--- config.mk ---
export PLATFORM = sky130hd
export DESIGN_NAME = rr_arb_mux
export DESIGN_NICKNAME = d
export VERILOG_FILES = /design/src/rtl/rr_arb_mux.sv
export SDC_FILE = /design/constraint.sdc
export NUM_CORES = 1
export LEC_CHECK = 0
export BUFFER_PORTS_ARGS = -buffer_cell sky130_fd_sc_hd__buf_2
export CAP_MARGIN = 10
export CORE_ASPECT_RATIO = 1.5
export CORE_MARGIN = 2
export CORE_UTILIZATION = 39
export DETAILED_ROUTE_END_ITERATION = 8
export PLACE_DENSITY = 0.81
export SLEW_MARGIN = 20
export SYNTH_ARGS = -nofsm -noshare
export SYNTH_HDL_FRONTEND = slang
export SYNTH_SLANG_ARGS = --single-unit
--- constraint.sdc ---
create_clock -name clk -period 3.4 [get_ports clk]
set_input_delay 0 -clock clk [delete_from_list [all_inputs] [get_ports clk]]
set_output_delay 0 -clock clk [all_outputs]
set_load 0.1 [all_outputs]
--- src/rtl/rr_arb_mux.sv ---
// rr_arb_mux: CH-input, N-bit arbitrating multiplexer with a one-entry
// registered output. Channels are picked either round-robin (MODE 0)
// or by fixed priority, lowest index first (MODE 1).
//
// Handshake: a word moves on any port when valid and ready are both high
// at a rising clock edge. A source holds valid and data stable until it is
// accepted, and its valid never depends on its ready. in_ready depends
// combinationally on in_valid and out_ready. out_valid is taken from the
// register only.
module rr_arb_mux #(
  parameter  int N    = 32,
  parameter  int CH   = 4,
  parameter  int MODE = 0,
  localparam int CW   = $clog2(CH)
) (
  input  logic            clk,
  input  logic            rst,
  input  logic [CH-1:0]   in_valid,
  input  logic [CH*N-1:0] in_data,
  output logic [CH-1:0]   in_ready,
  output logic            out_valid,
  output logic [N-1:0]    out_data,
  output logic [CW-1:0]   out_ch,
  input  logic            out_ready
);

  localparam logic [CW-1:0] LAST = CW'(CH - 1);
  localparam logic [CW-1:0] ONE  = CW'(1);

  logic [N-1:0]  ch_data [CH];
  logic [CH-1:0] grant;
  logic [CW-1:0] gnt_idx;
  logic [CW-1:0] ptr;
  logic          load;
  logic          xfer;

  // Unpack the flat data bus into one word per channel.
  for (genvar i = 0; i < CH; i++) begin : g_unpack
    assign ch_data[i] = in_data[i*N +: N];
  end

  // The output register can take a new word when it is empty or draining.
  assign load = ~out_valid | out_ready;

  // Find the first requesting channel, starting at ptr (round-robin) or at
  // channel 0 (fixed priority). Wrapping is done by subtraction so that a
  // non-power-of-2 CH never yields an index outside 0..CH-1.
  always_comb begin : arb_pick
    int   idx;
    logic found;
    grant   = '0;
    gnt_idx = '0;
    found   = 1'b0;
    idx     = 0;
    for (int k = 0; k < CH; k++) begin
      idx = (MODE == 1) ? k : int'(ptr) + k;
      if (idx >= CH) idx = idx - CH;
      if (!found && in_valid[CW'(idx)]) begin
        found             = 1'b1;
        grant[CW'(idx)]   = 1'b1;
        gnt_idx           = CW'(idx);
      end
    end
  end

  // A grant only exists on a valid channel, so any grant under load transfers.
  assign xfer     = load & (|grant);
  assign in_ready = (load && !rst) ? grant : '0;

  // Output register and round-robin pointer: load on transfer, clear
  // out_valid on a drain with nothing new, hold everything on stall.
  always_ff @(posedge clk or posedge rst) begin
    if (rst) begin
      out_valid <= 1'b0;
      out_data  <= '0;
      out_ch    <= '0;
      ptr       <= '0;
    end else if (load) begin
      if (xfer) begin
        out_valid <= 1'b1;
        out_data  <= ch_data[gnt_idx];
        out_ch    <= gnt_idx;
        if (MODE == 0) ptr <= (gnt_idx == LAST) ? '0 : gnt_idx + ONE;
      end else begin
        out_valid <= 1'b0;
      end
    end
  end

endmodule
==> flow_summary.toml, run 1 <==
[outcome]
status = "finished, final reports clean"

[sta]
setup-tns-final_ns = 0
maxSlewViolCount = 0
skew_ns = 0.00890
period_share_pct = 94.2
rsz0062_at_grt = "no"
whs_ns = 0.0481
post-route-min-period_ns = 3.20
setup_violations = 0
worst_pin_slew_ns = 0.524
hold_violations = 0
max_freq_mhz = 312
slew_headroom_pct = 65.3

[setup_path]
crit_type = "flip-flop to flip-flop"
required_ns = 3.57
timing.rr.end = "out_data[3]"
critPathCaptureType = "flip-flop"
critPathLaunchType = "flip-flop"
r2r_start = "ptr[0]"
r2r_setup_slack_ns = 0.20
arrival_ns = 3.37
ff2ff_path_depth = 8
worst-path-max-fanout = 35

[synth]
syn_area_um2 = 2810
synth-async-reset-ratio_pct = 100
yosys-top-cells-count = "37 x dfrtp_1, 33 x mux4_2, 32 x mux2_2"
netlist.top_cell.by_area = "dfrtp_1"
synthTopCellsByArea = "dfrtp_1 33%, mux4_2 26%, mux2_2 13%, ha_1 3.6%, buf_6 2.8%"
synthCells = 201
syn_area_per_cell_um2 = 14.0
synth_most_common_cell = "dfrtp_1"
yosys_warnings = 0
synth_ff_type = "dfrtp_1"
netlist-cell-type-count = 40
yosysTopAreaCellShare_pct = 32.9
synth_edf_count = 0
synth_fp_nets = 344
yosysSeqAreaShare_pct = 32.9
ys_ff_latch = 37

[global_routing]
grt_pass1_vias = 2699
antenna_found_initial = 0
grt_util_all_layers_pct = 20.7
grt_max_degree = 38
grt_pass1_wl_um = 12600
grt_overflow = 0

[route]
drtIter0Drc = 114
drt_wl_total_um = 7880
dr.pass1.iters = 4
viasPerCell = 5.65
via_count = 2543
antenna_left = 0
wl_per_cell_um = 17.5
drc_errors = 0

[clock_tree]
clockBufferDepth = 2
path_clk_slew_ns = 0.08
cts.htree.levels = 2
cts.sinks = 37
cts_tree = "yes"
clock_latency_ns = 0.28
clock-root-buffer = "clkbuf_8"
cts_buffers = 5

[finish]
area_growth_pct = 37.1
diodes = 0
register_area_um2 = 926
fill_cells = 594
layout.nets = 514
multi_input_area_um2 = 1700
drive_gt1_share_pct = 71.5

[worst_hold_path]
holdCritStartpoint = "out_ready"
hold_depth = 3
whs_endpoint = "out_valid"
hold_class = "input port to flip-flop"

[floorplanning]
num_io_pins = 174
start_util_pct = 40.5
die_width_um = 73.3
core-area_um2 = 6940
design.die.area_um2 = 7920
rows = 37
die_h_um = 108

[placed_design]
place_congestion = 0.879
dp_hpwl_um = 6300
port-buffer-count = 173

[run]
maxCapViolCount = 0
==> layer usage <==
metal | vias to the layer above | global-route usage, % | wire length [um] | share of wire [%]
li1 | 1133 | - | - | -
met1 | 1249 | 22.2 | 2560 | 32
met2 | 136 | 38.5 | 4460 | 57
met3 | 25 | 3.91 | 580 | 7.4
met4 | 0 | 9.22 | 281 | 3.6
met5 | - | 0 | 0 | 0
==> cell families (layout without fill, tap and decap cells) <==
family / count (synthesis) / count (layout) / synth area share [%]
AOI/OAI and AO/OA: 28 / 28 / 8.27
xor gates and xnor gates: 1 / 1 / 0.311
adders and majority gates: 8 / 8 / 3.56
buffers and inverters: 29 / 200 / 7.61
DFF: 37 / 37 / 32.9
muxes: 71 / 71 / 42.1
and+or+nand+nor: 27 / 27 / 5.20
==> worst max path at each step <==
stage                              end  cells after the start    from
after floorplan            in_ready[0]                      8  ptr[0]
after global placement     out_data[9]                      8  ptr[0]
after detailed placement   out_data[3]                      8  ptr[0]
after CTS                  out_data[3]                      8  ptr[0]
after global routing      out_data[11]                      8  ptr[0]
final                      out_data[3]                      8  ptr[0]
==> cell usage in the layout, fill, tap and decap left out, types with 2 or more instances in the layout <==
cell type,synthesis,routed
nand2_1,7,7
mux4_2,33,33
buf_4,0,5
clkbuf_8,0,6
nand3_1,3,3
a2111oi_2,2,2
mux2i_1,4,4
nand2b_1,3,3
inv_1,10,10
mux2_2,32,32
dfrtp_1,37,37
ha_1,8,7
buf_2,7,173
a32oi_1,2,2
buf_12,2,3
a21oi_1,7,4
or3b_1,2,2
o211ai_1,2,2
o41ai_1,2,2
a221oi_1,2,2
nor2_1,6,6
nand3b_1,2,2
a21oi_2,0,3
a2111oi_0,2,2
==> final cells by class <==
type | count | share of cell area [%]
clock buffer | 7 | 2.24
clock inverter | 1 | 0.779
multi-input combinational | 135 | 44.2
tap | 78 | 2.53
timing repair buffer | 182 | 25.3
inverter | 10 | 0.974
sequential | 37 | 24.0
==> repair_timing <==
item	in CTS	in global routing
buffers inserted	0	0
endpoints found under the setup margin	0	7
hold endpoints to repair	37	0
hold buffers	1	0
gates resized for setup	0	1
==> registers in the layout, summed over array words and instances (netlist names) <==
name,count
out_data,32
out_ch,2
ptr,2
out_valid,1
==> stage by stage <==
step                      std cells  utilization, %  instance area (um2)  worst slack, ns
after global routing            450            55.5                 3850           0.0248
final                           450            55.5                 3850            0.196
after floorplan                 201               -                 2820           0.0254
after CTS                       450            55.5                 3850            0.192
after global placement          441            53.7                 3730            0.285
after detailed placement        441            53.7                 3730            0.209
==> worst max-delay path, stage by stage (launching register included) <==
cell and delay (ns):
dfrtp_1 0.46, buf_4 0.22, or3b_1 0.40, a2111oi_2 0.49, or2_2 0.25, o32a_2 0.17, buf_12 0.26, mux4_2 0.54
mux2_2 0.28
Power of run 1 is not shown: default switching activity piles up to over one toggle a cycle in this logic, so the estimate is an artifact.
==> run 2: changes to the inputs <==
CORE_UTILIZATION = 47   (was 39)
PLACE_DENSITY = 0.91   (was 0.81)
SLEW_MARGIN = default   (was 20)
clock period = 4 ns   (was 3.4 ns; I/O delays follow)
==> flow_summary.toml, run 2 (same netlist as run 1, synthesis figures left out) <==
[global_routing]
antenna_found_initial = 0
grt_util_all_layers_pct = 25.8
grt_pass1_vias = 2703
grt_max_degree = 39
grt_overflow = 0
grt_pass1_wl_um = 12800

[sta]
setup_violations = 0
slew_headroom_pct = 65.3
setup-tns-final_ns = 0
worst_pin_slew_ns = 0.520
hold_violations = 0
post-route-min-period_ns = 3.57
fin_ws_ns = 0.426
skew_ns = 0.00643
rsz0062_at_grt = "no"
period_share_pct = 89.4
maxSlewViolCount = 0
max_freq_mhz = 280

[placed_design]
place_congestion = 0.898
dp_hpwl_um = 6440
port-buffer-count = 173
dpl_cell_area_um2 = 3670
dp_slack_ns = 0.472

[clock_tree]
clock-root-buffer = "clkbuf_8"
cts.htree.levels = 2
cts_buffers = 5
cts_resized = 0
cts.sinks = 37
clock_latency_ns = 0.29
clockBufferDepth = 2
path_clk_slew_ns = 0.08
postCtsHoldBufs = 1
cts_setup_buffers = 0
cts_tree = "yes"

[finish]
design_area_um2 = 3780
final_common_cell = "buf_2"
largest-register = "out_data"
most-common-layout-cells = "173 x buf_2, 37 x dfrtp_1, 33 x mux4_2, 32 x mux2_2, 10 x inv_1"
area_growth_pct = 34.5
diodes = 0
drive_gt1_share_pct = 70.5
layout.nets = 511
largest_reg_flops = 32
fin_util_pct = 65.4
reg_top3 = "out_data x32, out_ch x2, ptr x2"

[floorplanning]
die_width_um = 67.2
start_util_pct = 48.6
rows = 34
design.die.area_um2 = 6630
core-area_um2 = 5790
die_h_um = 98.7
num_io_pins = 174

[setup_path]
arrival_ns = 3.75
r2r_setup_slack_ns = 0.43
crit_type = "flip-flop to flip-flop"
worst-path-max-fanout = 35
critPathCaptureType = "flip-flop"
critPathLaunchType = "flip-flop"
required_ns = 4.18

[run]
maxCapViolCount = 0

[route]
drt_wl_total_um = 8030
drc_errors = 0
dr.pass1.iters = 4
antenna_left = 0
via_count = 2509
drtIter0Drc = 115
viasPerCell = 5.69
wl_per_cell_um = 18.2

[worst_hold_path]
hold_class = "input port to flip-flop"

[outcome]
status = "finished, final reports clean"
run 2: changes by cell type in the layout (fill, tap and decap cells not counted), sizes merged:
cell	delta
buf	-3
bufinv	-1
clkinv	+1
run 2: routing by layer:
layer | vias to the layer above | share of wire [%] | wire length [um] | global-route usage (%)
li1 | 1126 | - | - | -
met1 | 1221 | 33 | 2620 | 27.3
met2 | 137 | 56 | 4530 | 47.0
met3 | 25 | 7.8 | 627 | 6.16
met4 | 0 | 3.2 | 258 | 10.8
met5 | - | 0 | 0 | 0
run 2: cell type report:
| cell class | instances | area [um2] |
|---|---|---|
| clock inverter | 1 | 5.00 |
| timing repair buffer | 179 | 938 |
| fill | 470 | 2000 |
| tap | 72 | 90.1 |
| sequential | 37 | 926 |
| clock buffer | 7 | 96.3 |
| inverter | 10 | 37.5 |
| multi-input combinational | 135 | 1690 |
run 2: critical path, stage by stage, from the launching register on:
cell and delay [ns]:
dfrtp_1 0.61, inv_1 0.19, ha_1 0.49, mux4_1 0.42, a211oi_2 0.41, o32a_2 0.24, buf_12 0.25, mux4_2 0.54
mux2_2 0.27
run 2: through the flow:
stage,cells,hold slack (ns)
3_3_place_gp,432,0.137
6_report,441,0.0335
4_1_cts,441,0.0273
3_5_place_dp,432,0.139
5_1_grt,441,0.0503
2_1_floorplan,201,0.188
run 2: path summary, 6_finish.rpt:
check,from,cells after the start,endpoint
min in group asynchronous,rst,4,out_data[31]
min reg2reg,out_data[3],1,out_data[3]
max,ptr[1],8,out_data[31]
max in group asynchronous,rst,4,out_data[2]
min,out_ready,3,out_valid
max reg2reg,ptr[1],8,out_data[31]
Power of run 2 is left out for the same reason.
